<file path="src/rtl/dds_pkg.sv">
// Shared types and defaults for the DDS frequency sweep controller.
package dds_pkg;

    localparam int FW_DEFAULT = 16;
    localparam int DW_DEFAULT = 24;

    typedef enum logic [1:0] {
        ST_IDLE = 2'b00,
        ST_RUN  = 2'b01,
        ST_DONE = 2'b10
    } state_e;

    typedef enum logic {
        DIR_UP   = 1'b0,
        DIR_DOWN = 1'b1
    } dir_e;

endpackage

</file>
<file path="src/rtl/dds_dwell_timer.sv">
// Dwell down-counter: load a hold count, count down while enabled,
// and flag expiry in the cycle the count sits at zero.
module dds_dwell_timer
    import dds_pkg::*;
#(
    parameter int DW = DW_DEFAULT
) (
    input  logic          sys_clk,
    input  logic          sys_rst_n,
    input  logic          load,
    input  logic          en,
    input  logic [DW-1:0] load_val,
    output logic          expire
);

    logic [DW-1:0] cnt_r;
    logic          at_zero_s;

    assign at_zero_s = (cnt_r == {DW{1'b0}});
    assign expire    = en & at_zero_s;

    // Counter register: a load wins over counting.
    always_ff @(posedge sys_clk or negedge sys_rst_n) begin
        if (!sys_rst_n) begin
            cnt_r <= {DW{1'b0}};
        end else if (load) begin
            cnt_r <= load_val;
        end else if (en && !at_zero_s) begin
            cnt_r <= cnt_r - {{(DW-1){1'b0}}, 1'b1};
        end else begin
            cnt_r <= cnt_r;
        end
    end

endmodule

</file>
<file path="src/rtl/dds_sweep_ctrl.sv">
// Frequency sweep controller feeding a DDS with frequency and phase words.
// Define DDS_SWEEP_TRIANGLE_EN for triangle sweeps; sawtooth otherwise.
module dds_sweep_ctrl
    import dds_pkg::*;
#(
    parameter int FW = FW_DEFAULT,
    parameter int DW = DW_DEFAULT
) (
    input  logic          sys_clk,
    input  logic          sys_rst_n,
    input  logic          start,
    input  logic          abort,
    input  logic [FW-1:0] cfg_start_freq,
    input  logic [FW-1:0] cfg_stop_freq,
    input  logic [FW-1:0] cfg_step,
    input  logic [DW-1:0] cfg_dwell,
    input  logic          cfg_continuous,
    input  logic [FW-1:0] cfg_phase,
    output logic [FW-1:0] freq_word,
    output logic [FW-1:0] phase_word,
    output logic          busy,
    output logic          step_strobe,
    output logic          sweep_done
);

    state_e        state_r, state_nxt_s;
    dir_e          dir_r, dir_nxt_s;
    logic [FW-1:0] freq_r, freq_nxt_s;
    logic [FW-1:0] phase_r, phase_nxt_s;
    logic          busy_r, strobe_r, done_r;
    logic          strobe_nxt_s, done_nxt_s, capture_s;
    logic [FW-1:0] start_sh_r, stop_sh_r, step_sh_r;
    logic [DW-1:0] dwell_sh_r;
    logic          cont_sh_r;
    logic          expire_s;
    logic [DW-1:0] load_val_s;
`ifdef DDS_SWEEP_TRIANGLE_EN
    logic          leg_r, leg_nxt_s;
    dir_e          dir_inv_s;
    logic [FW-1:0] target_s;
    dir_e          move_dir_s;
`endif

    // Saturating step toward target using one extra bit, so neither end can wrap.
    function automatic logic [FW-1:0] step_toward(input logic [FW-1:0] cur,
                                                  input logic [FW-1:0] stp,
                                                  input logic [FW-1:0] tgt,
                                                  input dir_e          dir);
        logic [FW:0]   ext;
        logic [FW-1:0] res;
        if (dir == DIR_UP) begin
            ext = {1'b0, cur} + {1'b0, stp};
            res = (ext > {1'b0, tgt}) ? tgt : ext[FW-1:0];
        end else begin
            ext = {1'b0, cur} - {1'b0, stp};
            res = (ext[FW] || (ext[FW-1:0] < tgt)) ? tgt : ext[FW-1:0];
        end
        return res;
    endfunction

    assign load_val_s = capture_s ? cfg_dwell : dwell_sh_r;

    dds_dwell_timer #(.DW(DW)) u_dwell_timer (
        .sys_clk   (sys_clk),
        .sys_rst_n (sys_rst_n),
        .load      (strobe_nxt_s),
        .en        (state_r == ST_RUN),
        .load_val  (load_val_s),
        .expire    (expire_s)
    );

`ifdef DDS_SWEEP_TRIANGLE_EN
    assign dir_inv_s  = (dir_r == DIR_UP) ? DIR_DOWN : DIR_UP;
    assign target_s   = leg_r ? start_sh_r : stop_sh_r;
    assign move_dir_s = leg_r ? dir_inv_s : dir_r;
`endif

    // Next-state and next-output decode; abort outranks start and dwell expiry.
    always_comb begin
        state_nxt_s  = state_r;
        dir_nxt_s    = dir_r;
        freq_nxt_s   = freq_r;
        phase_nxt_s  = phase_r;
        strobe_nxt_s = 1'b0;
        done_nxt_s   = 1'b0;
        capture_s    = 1'b0;
`ifdef DDS_SWEEP_TRIANGLE_EN
        leg_nxt_s    = leg_r;
`endif
        case (state_r)
            ST_IDLE: begin
                if (start && !abort) begin
                    capture_s    = 1'b1;
                    state_nxt_s  = ST_RUN;
                    freq_nxt_s   = cfg_start_freq;
                    phase_nxt_s  = cfg_phase;
                    strobe_nxt_s = 1'b1;
                    dir_nxt_s    = (cfg_start_freq > cfg_stop_freq) ? DIR_DOWN : DIR_UP;
`ifdef DDS_SWEEP_TRIANGLE_EN
                    leg_nxt_s    = 1'b0;
`endif
                end else begin
                    state_nxt_s = ST_IDLE;
                end
            end
            ST_RUN: begin
                if (abort) begin
                    state_nxt_s = ST_IDLE;
                end else if (expire_s) begin
`ifdef DDS_SWEEP_TRIANGLE_EN
                    if (freq_r != target_s) begin
                        freq_nxt_s   = step_toward(freq_r, step_sh_r, target_s, move_dir_s);
                        strobe_nxt_s = 1'b1;
                    end else if (!leg_r && (start_sh_r != stop_sh_r)) begin
                        leg_nxt_s    = 1'b1;
                        freq_nxt_s   = step_toward(freq_r, step_sh_r, start_sh_r, dir_inv_s);
                        strobe_nxt_s = 1'b1;
                    end else if (cont_sh_r) begin
                        leg_nxt_s    = 1'b0;
                        freq_nxt_s   = (start_sh_r == stop_sh_r) ? start_sh_r :
                                       step_toward(freq_r, step_sh_r, stop_sh_r, dir_r);
                        strobe_nxt_s = 1'b1;
                    end else begin
                        state_nxt_s = ST_DONE;
                        done_nxt_s  = 1'b1;
                    end
`else
                    if (freq_r != stop_sh_r) begin
                        freq_nxt_s   = step_toward(freq_r, step_sh_r, stop_sh_r, dir_r);
                        strobe_nxt_s = 1'b1;
                    end else if (cont_sh_r) begin
                        freq_nxt_s   = start_sh_r;
                        strobe_nxt_s = 1'b1;
                    end else begin
                        state_nxt_s = ST_DONE;
                        done_nxt_s  = 1'b1;
                    end
`endif
                end else begin
                    state_nxt_s = ST_RUN;
                end
            end
            ST_DONE: begin
                state_nxt_s = ST_IDLE;
            end
            default: begin
                state_nxt_s = ST_IDLE;
            end
        endcase
    end

    // State, output and shadow registers; a zero step is stored as one.
    always_ff @(posedge sys_clk or negedge sys_rst_n) begin
        if (!sys_rst_n) begin
            state_r    <= ST_IDLE;
            dir_r      <= DIR_UP;
            freq_r     <= {FW{1'b0}};
            phase_r    <= {FW{1'b0}};
            busy_r     <= 1'b0;
            strobe_r   <= 1'b0;
            done_r     <= 1'b0;
            start_sh_r <= {FW{1'b0}};
            stop_sh_r  <= {FW{1'b0}};
            step_sh_r  <= {FW{1'b0}};
            dwell_sh_r <= {DW{1'b0}};
            cont_sh_r  <= 1'b0;
`ifdef DDS_SWEEP_TRIANGLE_EN
            leg_r      <= 1'b0;
`endif
        end else begin
            state_r  <= state_nxt_s;
            dir_r    <= dir_nxt_s;
            freq_r   <= freq_nxt_s;
            phase_r  <= phase_nxt_s;
            busy_r   <= (state_nxt_s == ST_RUN);
            strobe_r <= strobe_nxt_s;
            done_r   <= done_nxt_s;
`ifdef DDS_SWEEP_TRIANGLE_EN
            leg_r    <= leg_nxt_s;
`endif
            if (capture_s) begin
                start_sh_r <= cfg_start_freq;
                stop_sh_r  <= cfg_stop_freq;
                step_sh_r  <= (cfg_step == {FW{1'b0}}) ? {{(FW-1){1'b0}}, 1'b1} : cfg_step;
                dwell_sh_r <= cfg_dwell;
                cont_sh_r  <= cfg_continuous;
            end else begin
                start_sh_r <= start_sh_r;
                stop_sh_r  <= stop_sh_r;
                step_sh_r  <= step_sh_r;
                dwell_sh_r <= dwell_sh_r;
                cont_sh_r  <= cont_sh_r;
            end
        end
    end

    assign freq_word   = freq_r;
    assign phase_word  = phase_r;
    assign busy        = busy_r;
    assign step_strobe = strobe_r;
    assign sweep_done  = done_r;

endmodule

</file>
<file path="config.mk">
export PLATFORM = sky130hd
export DESIGN_NAME = dds_sweep_ctrl
export DESIGN_NICKNAME = d
export VERILOG_FILES = /design/src/rtl/dds_pkg.sv /design/src/rtl/dds_dwell_timer.sv /design/src/rtl/dds_sweep_ctrl.sv
export SDC_FILE = /design/constraint.sdc
export NUM_CORES = 1
export LEC_CHECK = 0
export CORE_ASPECT_RATIO = 0.8
export CORE_MARGIN = 5
export CORE_UTILIZATION = 39
export CTS_BUF_LIST = sky130_fd_sc_hd__clkbuf_2 sky130_fd_sc_hd__clkbuf_4 sky130_fd_sc_hd__clkbuf_8
export DETAILED_ROUTE_END_ITERATION = 8
export GPL_TIMING_DRIVEN = 0
export PLACE_DENSITY = 0.65
export SYNTH_ARGS = -nofsm -noshare
export SYNTH_HDL_FRONTEND = slang
export SYNTH_HIERARCHICAL = 1
export SYNTH_SLANG_ARGS = --single-unit
</file>
<file path="constraint.sdc">
create_clock -name sys_clk -period 5.9 [get_ports sys_clk]
set_input_delay 1.18 -clock sys_clk [delete_from_list [all_inputs] [get_ports sys_clk]]
set_output_delay 1.18 -clock sys_clk [all_outputs]
set_load 0.1 [all_outputs]
</file>
==> run_results.csv <==
group,metric,value,unit
route,postRouteAntennaNets,0,
critical_path,end_kind,"register",
critical_path,startpoint_type,"register",
timing,slew_headroom,0.325,
timing,layout_setup_ws,0.486,ns
cts,cts.sinks,135,
synth,ys_ff_latch,135,
critical_path,crit_fanout,12,
synth,yosys.area.top_type_share,0.359,
synth,ys.flop_type,"dfrtp_1",
synth,syn_nets,1178,
timing,fmax,0.185,GHz
route,wl_met3,2770,um
synth,synth_area_per_cell,9.39,um^2
placed_design,gp_congestion,0.938,
global_route,grt_antenna_before_repair,0,
cts,holdBufCountCts,0,
final_layout,drive_gt1_frac,0.121,
synth,syn_area,9410,um^2
synth,ys_seq_area_frac,0.359,
route,vias,8179,
timing,finalCriticalPeriod,5.41,ns
timing,setup_tns,0,ns
cts,post_cts_buffers,0,
synth,synthTopCellsByArea,"dfrtp_1 (36%), ha_1 (11%), mux2_2 (7.1%)",
cts,clkTransAtPathRegs,0.09,ns
cts,clock-root-buffer,"clkbuf_8",
placed_design,hpwlAfterDp,22600,um
timing,final_hold_viol_count,0,
global_route,overflow,0,
synth,synth_top_area_cell,"dfrtp_1",
timing,skew,0.0154,ns
placed_design,portBuffers,127,
global_route,grt_start_max_net_pins,73,
final_layout,syn2layout_area_growth,22.4,%
cts,ctsResizeCount,0,
route,first_pass_iters,5,
synth,synth_cells,1002,
hold_path,hp-class,"reg -> reg",
route,top_layer,"met4",
critical_path,cp.required,6.27,ns
route,avgRoutedWirePerCell,19.6,um
critical_path,critPathKind,"reg -> reg",
global_route,grt_pass1_vias,8056,
route,met1_length,14100,um
cts,cts_buffer_depth,2,
final_layout,antennaDiodeCount,0,
route,viasPerCell,5.55,
synth,synth_cell_types,77,
floorplanning,start_util,0.399,
critical_path,crit_arrival,5.78,ns
power,peakVddDrop,0.000284,V
floorplanning,die_y,149,um
run_status,outcome,"complete, no violations",
timing,slew_violations,0,
synth,async_flop_share,1.00,
floorplanning,core_area,23600,um^2
floorplanning,die_w,184,um
floorplanning,rows,50,
route,drt_iter0_markers,775,
floorplanning,die-area,27300,um^2
route,routed_wl,28800,um
route,drc_errors,0,
power,p_leak,0.00476,uW
timing,fin_crit_sh,0.918,
final_layout,finalNetCount,1325,
synth,synth_edf_count,0,
placed_design,dp_slack,0.586,ns
cts,cts_buffers,17,
timing,rsz0062_at_grt,"false",
cts,cts_tree,"yes",
power,power_per_cell_area,518,nW/um^2
global_route,grtUsageTotal,0.210,
floorplanning,ios,128,
route,met2_length,11400,um
cts,clock_latency,0.46,ns
synth,yosys_warnings,6,
timing,worstMarginPinSlew,1.01,ns
cts,htreeDepth,4,
timing,setup_viol,0,
global_route,grt_pass1_wl,45000,um
flow_run,cap_violations,0,
final timing paths:
path,to,cells after the start,startpoint,slack (ns)
max,u_dwell_timer/cnt_r[14]$_DFFE_PN0P_,18,state_r[1]$_DFF_PN0_,0.49
min,dwell_sh_r[16]$_DFF_PN0_,1,dwell_sh_r[16]$_DFF_PN0_,0.50
max reg2reg,u_dwell_timer/cnt_r[14]$_DFFE_PN0P_,18,state_r[1]$_DFF_PN0_,0.49
min reg2reg,dwell_sh_r[16]$_DFF_PN0_,1,dwell_sh_r[16]$_DFF_PN0_,0.50
max in group asynchronous,busy$_DFF_PN0_,2,sys_rst_n,4.38
min in group asynchronous,step_sh_r[5]$_DFFE_PN0P_,1,sys_rst_n,0.72
stage by stage:
stage	total power, uW	hold WS [ns]	util	std cells	cell area (um^2)
2_1_floorplan	4050	0.466	-	1002	9410
3_3_place_gp	5000	0.476	0.469	1441	11100
3_5_place_dp	5060	0.485	0.471	1442	11100
4_1_cts	5920	0.506	0.488	1473	11500
5_1_grt	6360	0.515	0.488	1473	11500
6_report	5960	0.502	0.488	1473	11500
state kept, by name, indices dropped and copies added (netlist names), 2 cells and up:
signal	cells
freq_word	16
state_r	2
start_sh_r	16
stop_sh_r	16
u_dwell_timer/cnt_r	24
dwell_sh_r	24
step_sh_r	16
phase_word	16
synth_stat cells, types with 9 or more instances:
library cell / number
dfrtp_1: 135
nor2b_1: 18
xnor2_1: 31
inv_1: 67
xor2_1: 25
nand2_1: 85
clkbuf_1: 26
nand2b_1: 11
ha_1: 81
nand3_1: 21
mux2_2: 59
o21bai_1: 14
o21a_1: 9
a21oi_1: 70
nor4_1: 12
o21ai_0: 55
nor3_1: 23
nand4_1: 14
o22ai_1: 16
o21ai_1: 15
nor2_1: 55
per-layer routing:
layer / global-route usage / vias up
met1: 0.324 / 3906
met4: 0.0506 / 0
met5: 0 / -
met3: 0.0563 / 40
li1: - / 3897
met2: 0.288 / 336
placed cells by master, fill, tap and decap left out, types with 7 or more instances in the layout:
| master | Yosys | layout |
|---|---|---|
| o21a_1 | 9 | 9 |
| inv_1 | 67 | 67 |
| xnor2_1 | 31 | 31 |
| a21oi_1 | 70 | 70 |
| nor2_1 | 55 | 55 |
| o32ai_1 | 7 | 7 |
| nand2_1 | 85 | 85 |
| nand2b_1 | 11 | 11 |
| o21ai_0 | 55 | 55 |
| nor3_1 | 23 | 23 |
| o22ai_1 | 16 | 16 |
| clkbuf_1 | 26 | 26 |
| nor2b_1 | 18 | 18 |
| o21bai_1 | 14 | 14 |
| o211ai_1 | 7 | 7 |
| clkbuf_8 | 0 | 17 |
| nand3_1 | 21 | 21 |
| dfrtp_1 | 135 | 135 |
| clkdlybuf4s50_1 | 0 | 126 |
| nor4_1 | 12 | 12 |
| nand4_1 | 14 | 14 |
| and3_1 | 7 | 7 |
| ha_1 | 81 | 81 |
| buf_1 | 7 | 7 |
| a21o_1 | 7 | 7 |
| xor2_1 | 25 | 25 |
| o21ai_1 | 15 | 15 |
| mux2_2 | 59 | 59 |
kinds of logic after synthesis:
family	share of synthesized area
compound gates	0.178
xor+xnor	0.0521
fa+ha+maj	0.112
buf+inv	0.0535
flops	0.359
mux	0.0749
simple gates	0.171
power breakdown:
part           switching (uW)  internal (uW)
registers                 282           1160
clock network             414            427
logic                    2370           1310
total                    3060           2900
final cells by class:
type                    instances  area [um^2]
clock buffers                  18          241
inverters                      68          255
multi-input cells             751         5530
flip-flops and latches        135         3380
well taps                     312          390
plain buffers                  48          248
clock inverters                13          174
fillers                      2209        12100
repair buffers                128         1300
critical path, stage by stage (launching register included):
cell      delay (ns)
dfrtp_1         0.40
nand2b_1        0.16
clkbuf_1        0.24
inv_1           0.24
clkbuf_1        0.55
clkbuf_1        0.44
nand4_2         0.32
nor2_1          0.25
mux2i_1         0.10
nor3_1          0.34
o31ai_4         0.19
buf_2           0.23
buf_4           0.20
inv_1           0.11
clkbuf_1        0.35
clkbuf_1        0.46
clkbuf_1        0.47
nand2_1         0.16
o21ai_1         0.11
Power figures use the tool's default switching activity.
